$ cat src/rtl/pipe_pkg.sv
// Shared definitions for the pipeline stage: occupancy-encoded state and
// performance counter width.
package pipe_pkg;

  localparam int CNT_W = 32;

  // Encoding doubles as the occupancy count.
  typedef enum logic [1:0] {
    EMPTY = 2'd0,
    HALF  = 2'd1,
    FULL  = 2'd2
  } state_t;

endpackage

$ cat src/rtl/pipe_sat_counter.sv
// Saturating event counter; cleared by reset, sticks at all-ones.
module pipe_sat_counter
  import pipe_pkg::*;
(
  input  logic             clk,
  input  logic             reset,
  input  logic             inc,
  output logic [CNT_W-1:0] count
);

  always_ff @(posedge clk) begin
    if (reset) begin
      count <= '0;
    end else if (inc && (count != {CNT_W{1'b1}})) begin
      count <= count + 1'b1;
    end
  end

endmodule

$ cat src/rtl/pipe_stage_reg.sv
// Two-entry skid-buffered pipeline register with registered handshakes.
// Define PIPE_STAGE_PERF_EN to enable the stall/bubble counters.
//
// state | meaning
// EMPTY | no entry held, main/skid at RESET_VALUE
// HALF  | one entry in main, skid at RESET_VALUE
// FULL  | head in main, second entry in skid, in_ready low
module pipe_stage_reg
  import pipe_pkg::*;
#(
  parameter int               WIDTH       = 32,
  parameter logic [WIDTH-1:0] RESET_VALUE = '0
) (
  input  logic             clk,
  input  logic             reset,
  input  logic             flush,
  input  logic             in_valid,
  output logic             in_ready,
  input  logic [WIDTH-1:0] in_data,
  output logic             out_valid,
  input  logic             out_ready,
  output logic [WIDTH-1:0] out_data,
  output logic [1:0]       occupancy,
  output logic [CNT_W-1:0] stall_cnt,
  output logic [CNT_W-1:0] bubble_cnt
);

  state_t           state;
  logic [WIDTH-1:0] main_q;
  logic [WIDTH-1:0] skid_q;
  logic             in_ready_q;
  logic             out_valid_q;
  logic             accept;
  logic             pop;

  assign accept = in_valid & in_ready_q;
  assign pop    = out_valid_q & out_ready;

  always_ff @(posedge clk) begin
    if (reset || flush) begin
      state       <= EMPTY;
      main_q      <= RESET_VALUE;
      skid_q      <= RESET_VALUE;
      in_ready_q  <= 1'b1;
      out_valid_q <= 1'b0;
    end else begin
      case (state)
        EMPTY: begin
          if (accept) begin
            main_q      <= in_data;
            state       <= HALF;
            out_valid_q <= 1'b1;
          end
        end
        HALF: begin
          if (accept && pop) begin
            main_q <= in_data;
          end else if (accept) begin
            skid_q     <= in_data;
            state      <= FULL;
            in_ready_q <= 1'b0;
          end else if (pop) begin
            main_q      <= RESET_VALUE;
            state       <= EMPTY;
            out_valid_q <= 1'b0;
          end
        end
        FULL: begin
          if (pop) begin
            main_q     <= skid_q;
            skid_q     <= RESET_VALUE;
            state      <= HALF;
            in_ready_q <= 1'b1;
          end
        end
        default: begin
          state       <= EMPTY;
          main_q      <= RESET_VALUE;
          skid_q      <= RESET_VALUE;
          in_ready_q  <= 1'b1;
          out_valid_q <= 1'b0;
        end
      endcase
    end
  end

  assign in_ready  = in_ready_q;
  assign out_valid = out_valid_q;
  assign out_data  = main_q;
  assign occupancy = state;

`ifdef PIPE_STAGE_PERF_EN
  pipe_sat_counter u_stall_cnt (
    .clk   (clk),
    .reset (reset),
    .inc   (out_valid_q & ~out_ready),
    .count (stall_cnt)
  );

  pipe_sat_counter u_bubble_cnt (
    .clk   (clk),
    .reset (reset),
    .inc   (~out_valid_q & out_ready),
    .count (bubble_cnt)
  );
`else
  assign stall_cnt  = '0;
  assign bubble_cnt = '0;
`endif

endmodule

$ cat config.mk
export PLATFORM = sky130hd
export DESIGN_NAME = pipe_stage_reg
export DESIGN_NICKNAME = d
export VERILOG_FILES = /design/src/rtl/pipe_pkg.sv /design/src/rtl/pipe_sat_counter.sv /design/src/rtl/pipe_stage_reg.sv
export SDC_FILE = /design/constraint.sdc
export NUM_CORES = 1
export LEC_CHECK = 0
export CORE_MARGIN = 1
export CORE_UTILIZATION = 49
export DETAILED_ROUTE_END_ITERATION = 16
export PLACE_DENSITY = 0.94
export SLEW_MARGIN = 10
export SYNTH_ARGS = -nofsm -noshare
export SYNTH_HDL_FRONTEND = slang
export SYNTH_SLANG_ARGS = --single-unit
$ cat constraint.sdc
create_clock -name clk -period 3.3 [get_ports clk]
set_input_delay 0.66 -clock clk [delete_from_list [all_inputs] [get_ports clk]]
set_output_delay 0.66 -clock clk [all_outputs]
set_load 0.005 [all_outputs]
**Yosys cells after proc, flatten, opt, wreduce, memory -nomap -nowiden**

Index checks and enable logic that the tools add are counted.

- Register bits after elaboration: 68
- Input port bits: 37
- Output and inout port bits: 100

- Reduce and logical (&&, ||, !) cells: 7
- Equality and inequality tests: 11
- Mux-type cells: 23
- Bitwise operators: 4

Operators with widths:

| operator | count |
|---|---|
| 32-bit 2-to-1 mux | 6 |
| 32-bit case mux with 3 select lines | 2 |
| 2-bit inequality test (second input constant) | 6 |
| 4-bit AND reduction | 3 |
| 2-bit 2-to-1 mux | 5 |
| 3-bit inequality test (second input constant) | 3 |
| 1-bit 2-to-1 mux | 7 |
| 1-bit case mux with 3 select lines | 2 |
| 2-bit case mux with 3 select lines | 1 |
| 5-bit AND reduction | 1 |
| 1-bit AND | 2 |
| 2-bit by 1-bit == test with 1-bit output (second input constant) | 1 |
| 2-bit == test (second input constant) | 1 |
| 2-bit logical NOT | 1 |
| 1-bit NOT | 2 |
| 1-bit logical AND | 1 |
| 1-bit logical OR | 1 |

**Longest topological paths before layout**

- Word-level depth: 5
- Depth in mapped cells: 7

**Worst setup path after synthesis**

Ideal clock, no wire load.

- Kind: in2reg
- Start point: input out_ready
- End point: register main_q[0] (netlist: out_data[0])
- Cell stages on the path: 7
- Arrival time: 1609 ps
- Path buffers: 3
- Setup slack: 1556 ps
- Library setup time: 135 ps
- Cells stage by stage: buf_2 > and2_0 > clkbuf_4 > o22ai_4 > buf_6 > a22oi_2 > nor2_2

- Longest elaborated chain between the ends: 4
- Elaborated cells on any way between the ends: 8

Ends and longest elaborated chain:

| what | RTL line | RTL |
|---|---|---|
| from (decl) | pipe_stage_reg.sv:21 | `input logic out_ready,` |
| 1-bit AND (*) | pipe_stage_reg.sv:37 | `assign pop = out_valid_q & out_ready;` |
| 1-bit logical AND | pipe_stage_reg.sv:56 | `if (accept && pop) begin` |
| 3-bit inequality test (no source line) / 32-bit 2-to-1 mux (equally long branches) | - |  |
| 4-bit AND reduction (no source line) / 32-bit case mux with 3 select lines (equally long branches) | - |  |
| to (signal assigned) | pipe_stage_reg.sv:50 | `main_q <= in_data;` |
| to (signal assigned) | pipe_stage_reg.sv:57 | `main_q <= in_data;` |
| to (signal assigned) | pipe_stage_reg.sv:70 | `main_q <= skid_q;` |
| to (decl) | pipe_stage_reg.sv:29 | `logic [WIDTH-1:0] main_q;` |

Mark *: on every way between the ends. The rest lies on a longest branch, timed or not.
A chain may end at the register's enable or synchronous reset.

**Worst setup path after layout**

- Start point: input out_ready
- End point: register main_q[12] (netlist: out_data[12])

The elaborated chain is that of the path after synthesis.

==> key figures <==
STA
  – Tmin final: 2490 ps
  – Clock skew: 8.71 ps
  – Final setup vio count: 0
  – RSZ-0062 raised after global routing: no
  – Slew headroom: 29.7%
  – Final Cycle Share: 75.5%
  – Final hold viol count: 0
  – Total negative slack: 0 ps
  – Fmax: 402 MHz
  – Final worst setup slack: roughly 810 ps
  – Slew @ Worst Pin: 1050 ps
  – Fin. max-slew vios: 0
  – Fin Hold WS: 473 ps

Clock tree
  – Hold_buf cts: 0
  – H-Tree Depth: 3
  – Cts repair resizes: 0
  – CTS Root Cell: clkbuf_8
  – Worst skew pair latency: roughly 360 ps
  – CTS tree: done
  – Clock sink count: 68
  – Post-CTS setup buffer count: 0
  – Reg clk slew, reported paths: 70 ps
  – CTS max path bufs: 2
  – Cts bufs inserted: 9

Worst setup path
  – CP Launch Type: primary input
  – Crit path DAT: 2780 ps
  – Critical path endpoint category: flop
  – Crit-path slowest cell: o22ai_4
  – Crit path kind: in -> reg
  – Crit-path max FO: 32
  – CP max stage delay: 870 ps
  – Worst-path cell chain: clkdlybuf4s50_1 -> and2_0 -> o22ai_4 -> a22oi_1 -> nor2_1
  – Req. time, crit path: between 3000 and 4000 ps

Placed design
  – Gpl congestion: 0.767
  – Placed insts: 601
  – Hpwl dp: 6090 µm
  – Place WS: 414 ps
  – IO buf count: 72

Logic synthesis
  – Synth Flop Type: dfxtp_1
  – Mux contribution to synthesized area: under 10%
  – Syn Area/Cell: between 8 and 9 µm²
  – Synth top area share: roughly a third
  – Synth unique cells: 38
  – Post-synthesis compound-gate area fraction: 22.8%
  – Synthesized area: 3960 µm²
  – Post-Synth Simple-Gate Area: about 15%
  – Post-synth EDFFs: 0
  – Largest family of logic cells by synthesized area: compound AO/OA/AOI/OAI gates
  – Cells after Synth: between 400 and 500
  – Synth warnings: 0
  – Post-synth ARST share: 0%
  – Synth area leader: dfxtp_1
  – Synth Area in Adders: 0%
  – Top post-synthesis cells by area: dfxtp_1, buf_4, mux2i_1, o22ai_1, nand4_1
  – Commonest cells in the synthesized netlist: buf_4, dfxtp_1, a21oi_1
  – Most frequent cell after synthesis: buf_4
  – Seq/Total Area, Yosys: between 30% and 40%
  – Post-synthesis xor/xnor area fraction: 0.411%
  – Number of synthesized register bits: 68

Layout
  – P&R area growth vs syn: 15.6%
  – Finished Layout Cells: 617
  – Register area: 1360 µm²
  – Share of cells above drive strength 1: 10.9%
  – Fillers: 664
  – Nets: about 550
  – Antenna cells: 0
  – Multi-input logic area: 2090 µm²

Floorplanning
  – Initial core utilization: 51.0%
  – Chip Width: 91.9 µm
  – Rows: 32
  – IO Count: 137
  – Die ar.: approximately 8400 µm²
  – DIE HEIGHT: 91.9 µm
  – Core area: roughly 8000 µm²

Global routing
  – Largest net degree at the start of global routing: 64
  – Total gr overflow: 0
  – GRT Resource Usage Total: 23.0%
  – Vias in the first global route: approximately 3.2k
  – Global-route wire length before repair: 15500 µm
  – Antenna violations before repair: 0

Power and ir drop
  – Peak supply drop: 0.294 mV
  – Pwr Density: 415 nW/µm²
  – P_leak: 1.58 nW

Routing
  – Vias per cell: 5.84
  – Drt wl/cell: 15.5 µm
  – DRC viols: 0
  – 1st-pass router iterations: 5
  – DR vias: about 3.6k
  – Drt first-iter violations: 324
  – ANT nets after route: 0
  – Final WL: between 9000 and 10000 µm

Worst hold path
  – Worst Hold Class: reg -> reg

Status
  – Status: completed

Flow run
  – Max Cap Violations: 0
final cells by class:
cell class	instances	share of cell area, %
flip-flops and latches	68	29.8
repair buffers	80	17.3
multi-input cells	350	45.6
well taps	102	2.79
clock inverters	5	1.09
clock buffers	11	3.31
inverters	1	0.0820
state kept, by name, indices dropped and copies added (netlist names):
| signal | count |
|---|---|
| out_data | 32 |
| in_ready | 1 |
| skid_q | 32 |
| out_valid | 1 |
| occupancy | 2 |
power by group:
group / leakage [nW] / switching [W] / internal [W]
clock network: 0.109 / 0.000325 / 0.000385
registers: 0.551 / 0.0000164 / 0.000839
logic: 0.920 / 0.000196 / 0.000137
total: 1.58 / 0.000538 / 0.00136
logic make-up after synthesis:
family                    Yosys count
xor gates and xnor gates            1
buffers and inverters             111
muxes                              32
and+or+nand+nor                   114
other                               1
AOI/OAI and AO/OA                 139
DFF                                68
final timing paths:
| kind | start | endpoint | slack, ps | cells past startpoint |
|---|---|---|---|---|
| max | out_ready | out_data[12] | 810 | 5 |
| min | skid_q[31] | skid_q[31] | 470 | 2 |
| max reg2reg | occupancy[1] | out_data[12] | 1140 | 4 |
| min reg2reg | skid_q[31] | skid_q[31] | 470 | 2 |
critical path, delay by kind of cell:
family          cells  cell delay (ps)
compound gates      2             1080
buf+inv             1              470
simple gates        2              560
layer usage:
metal / global-route usage (%) / wire (µm)
met1: 28.0 / 3800
met5: 0 / 0
met4: 9.38 / 200
met3: 6.38 / 882
met2: 38.2 / 4690
per-stage QoR:
step | cell area, µm² | total power, W | util, %
finish | 4580 | 0.00190 | 58.9
global route | 4580 | 0.00198 | 58.9
CTS | 4570 | 0.00190 | 58.8
detailed placement | 4370 | 0.00120 | 56.3
global placement | 4370 | 0.00119 | 56.3
floorplan | 4200 | 0.00115 | -
placed cells by master, fill, tap and decap left out, types with 10 or more instances in the layout:
cell,Yosys,final
o22ai_1,33,33
a22oi_2,10,10
nand2_1,34,34
conb_1,1,64
nor2_1,26,26
nand4_1,32,32
a21oi_1,35,35
dfxtp_1,68,66
clkdlybuf4s50_1,0,72
mux2i_1,32,32
clkbuf_8,0,11
nor2_2,10,10
a22oi_1,22,22
o21ai_0,26,26
Note: power is estimated with default switching activity, not from simulation.
==> variant 1, RTL diff (same flow settings) <==
Set the parameter `WIDTH` to 64 (it was 32).
--- a/src/rtl/pipe_stage_reg.sv
+++ b/src/rtl/pipe_stage_reg.sv
@@ -9,5 +9,5 @@
   import pipe_pkg::*;
 #(
-  parameter int               WIDTH       = 32,
+  parameter int               WIDTH       = 64,
   parameter logic [WIDTH-1:0] RESET_VALUE = '0
 ) (
Ports: changed (resized in_data and out_data); port bits go from 137 to 201. No check against the original RTL was run, so the function may have changed too.
==> variant 1 against the unedited design <==
Cell area grew 87%; sequential cell count up 64; worst setup slack worse by 0.066 ns; non-clock buffer count up 72; total power increased by 130%; area after synthesis rose by 72%; wire length is 93% higher; sequential power increased by 95%; critical path type is now flip-flop to flip-flop; largest cell class unchanged; highest routed layer unchanged.
==> variant 1: results <==
group,metric,value,unit
outcome,run_status,"finished clean",
grt,grt_usage,25.9,%
placement,place.port_buffers,136,
sta,tightest_slew,1.17,ns
grt,grt_pass1_wl,29.8,mm
critical_path,critPathSlowestCell,"dfxtp_4",
sta,fin_skew,0.00672,ns
critical_path,critPathArrivalTime,2.91,ns
pwr,leakage,2.91,nW
cts,ctsHtreeMaxLevel,4,
logic_synthesis,synthTopCellsByCount,"dfxtp_1, buf_4, nor2_1",
cts,cts_root_buffer,"clkbuf_16",
pwr,switchingPower,1.10,mW
logic_synthesis,synth.avg_cell_area,8.19,sq um
placement,preCtsSetupSlack,0.476,ns
drt,met2_length,8.75,mm
logic_synthesis,synth-seq-area-share,38.9,%
drt,drtIter0Drc,763,
pwr,p_per_area,504,mW/mm^2
cells_and_area,fill_cells,1091,
logic_synthesis,ys_top_cells_by_area,"dfxtp_1, mux2i_1, buf_4, a22oi_1, o22ai_1",
cells_and_area,final_nets,979,
drt,m1WireLength,7.59,mm
grt,grt_start_max_net_pins,133,
drt,drtPass1Iterations,6,
[variant 1: final timing paths]
kind                                   start            to  depth (start not counted)  slack (ns)
worst max-delay path            occupancy[0]  out_data[60]                          5        0.74
worst max register to register  occupancy[0]  out_data[60]                          5        0.74
worst min-delay path               skid_q[5]     skid_q[5]                          2        0.47
worst min register to register     skid_q[5]     skid_q[5]                          2        0.47
[variant 1: kinds of logic (layout without fill, tap and decap cells)]
logic type / Yosys count / after routing / share of synthesized area (%)
compound gates: 267 / 267 / 23.9
mux: 64 / 64 / 9.42
other cells: 1 / 64 / 0.0551
buf+inv: 155 / 185 / 13.1
xor+xnor: 1 / 1 / 0.239
flops: 132 / 132 / 38.9
simple gates: 210 / 210 / 14.4
[variant 1: per-layer routing]
metal | vias up | GRT usage [%]
li1 | 3060 | -
met1 | 3079 | 33.0
met2 | 389 | 41.0
met3 | 45 | 6.84
met4 | 0 | 11.5
met5 | - | 0
[variant 1: through the flow]
| step | utilization [%] | hold WS [ns] |
|---|---|---|
| 2_1_floorplan | - | 0.449 |
| 3_3_place_gp | 59.0 | 0.456 |
| 3_5_place_dp | 59.0 | 0.465 |
| 4_1_cts | 63.8 | 0.472 |
| 5_1_grt | 63.8 | 0.489 |
| 6_report | 63.8 | 0.471 |
[variant 1: final cells by class]
| type | instances | share of cell area (%) |
|---|---|---|
| Clock inverter | 14 | 2.46 |
| Timing Repair Buffer | 152 | 17.7 |
| Clock buffer | 18 | 5.02 |
| Sequential cell | 132 | 31.0 |
| Inverter | 1 | 0.0439 |
| Tap cell | 176 | 2.58 |
| Multi-Input combinational cell | 606 | 41.2 |
[variant 1: worst min-delay path, delay by kind of cell, from the launching register on]
| family | cells | cell delay (ns) |
|---|---|---|
| AO/OA/AOI/OAI | 2 | 0.12 |
| flip-flops | 1 | 0.31 |
==> variant 2, RTL diff (same flow settings) <==
Made on the original files. The option `PIPE_STAGE_PERF_EN` is turned on by a define.
--- a/src/rtl/pipe_stage_reg.sv
+++ b/src/rtl/pipe_stage_reg.sv
@@ -6,4 +6,6 @@
 // HALF  | one entry in main, skid at RESET_VALUE
 // FULL  | head in main, second entry in skid, in_ready low
+`define PIPE_STAGE_PERF_EN
+
 module pipe_stage_reg
   import pipe_pkg::*;
Function: changed (a bounded check fails within 4 cycles, from zero or initial values and one cycle with reset high).
==> variant 2 against the unedited design <==
Sequential cell count rose by 64; worst setup slack got worse by 0.090 ns; hold slack got worse by 0.024 ns; wire length rose by 70%; largest cell class unchanged; area after synthesis rose by 54%; total power rose by 98%; final cell count rose by 67%; cell area rose by 79%; synthesized cell count rose by 57%; clock skew fell by 0.0024 ns.
==> variant 2: results <==
group,metric,value,unit
placement,gp_congestion,0.884,
logic_synthesis,synth-xor-area-share,0.718,%
pwr,leakage,2.85,nW
pwr,pwr.group.combinational,0.290,mW
cells_and_area,multi_input_gates,538,
cells_and_area,register_area,0.00264,sq mm
pwr,p_int,2.92,mW
placement,place.port_buffers,136,
critical_path,crit_end,"u_bubble_cnt.count[7]",
logic_synthesis,synth_compound_area_share,21.3,%
grt,met1_usage,32.8,%
drt,m1WireLength,6.87,mm
critical_path,critPathArrivalTime,2.88,ns
cts,cts_inserted_buffers,17,
outcome,run_status,"finished clean",
critical_path,critPathSlowestCell,"and3_1",
cells_and_area,inverters,5,
grt,grtUsageMet3,5.37,%
cells_and_area,fill_cells,937,
cells_and_area,nonClkBufAreaFrac,18.3,%
drt,drtIter0Drc,527,
sta,tightest_slew,0.792,ns
logic_synthesis,synthMuxAreaShare,2.95,%
cts,cts_root_buffer,"clkbuf_16",
hold_path,worstHoldStart,"skid_q[23]",
cts,clk_latency,0.42,ns
grt,grt_pass1_vias,5340,
logic_synthesis,synthAdderAreaFrac,0.410,%
[variant 2: changes by cell type after synthesis, moves of 14 or more]
cell      change
a22o_1       +33
nand4_1      -14
buf_4        -69
dfxtp_1      +64
nor2b_1      +19
clkbuf_1     +28
a21oi_1      +40
o22ai_1      -32
nor2_1       +40
nand2_1      +23
mux2_2       +15
nand3_1      +60
or3_1        +26
mux2i_1      -32
[variant 2: cell families after synthesis]
group,count (synthesis)
AND/OR/NAND/NOR,316
adder cells (fa/ha/maj),2
multiplexers,16
AO/OA/AOI/OAI,199
buffers and inverters,61
flip-flops,132
XOR/XNOR,5
[variant 2: stage by stage]
step	instance area (sq um)	utilization (%)	setup slack, ns	cells	hold slack (ns)
4_1_cts	8190	67.9	0.754	1028	0.453
2_1_floorplan	6100	-	1.06	731	0.432
6_report	8190	67.9	0.720	1028	0.449
3_3_place_gp	7610	63.1	0.433	996	0.438
3_5_place_dp	7610	63.1	0.367	996	0.445
5_1_grt	8190	67.9	0.444	1028	0.469
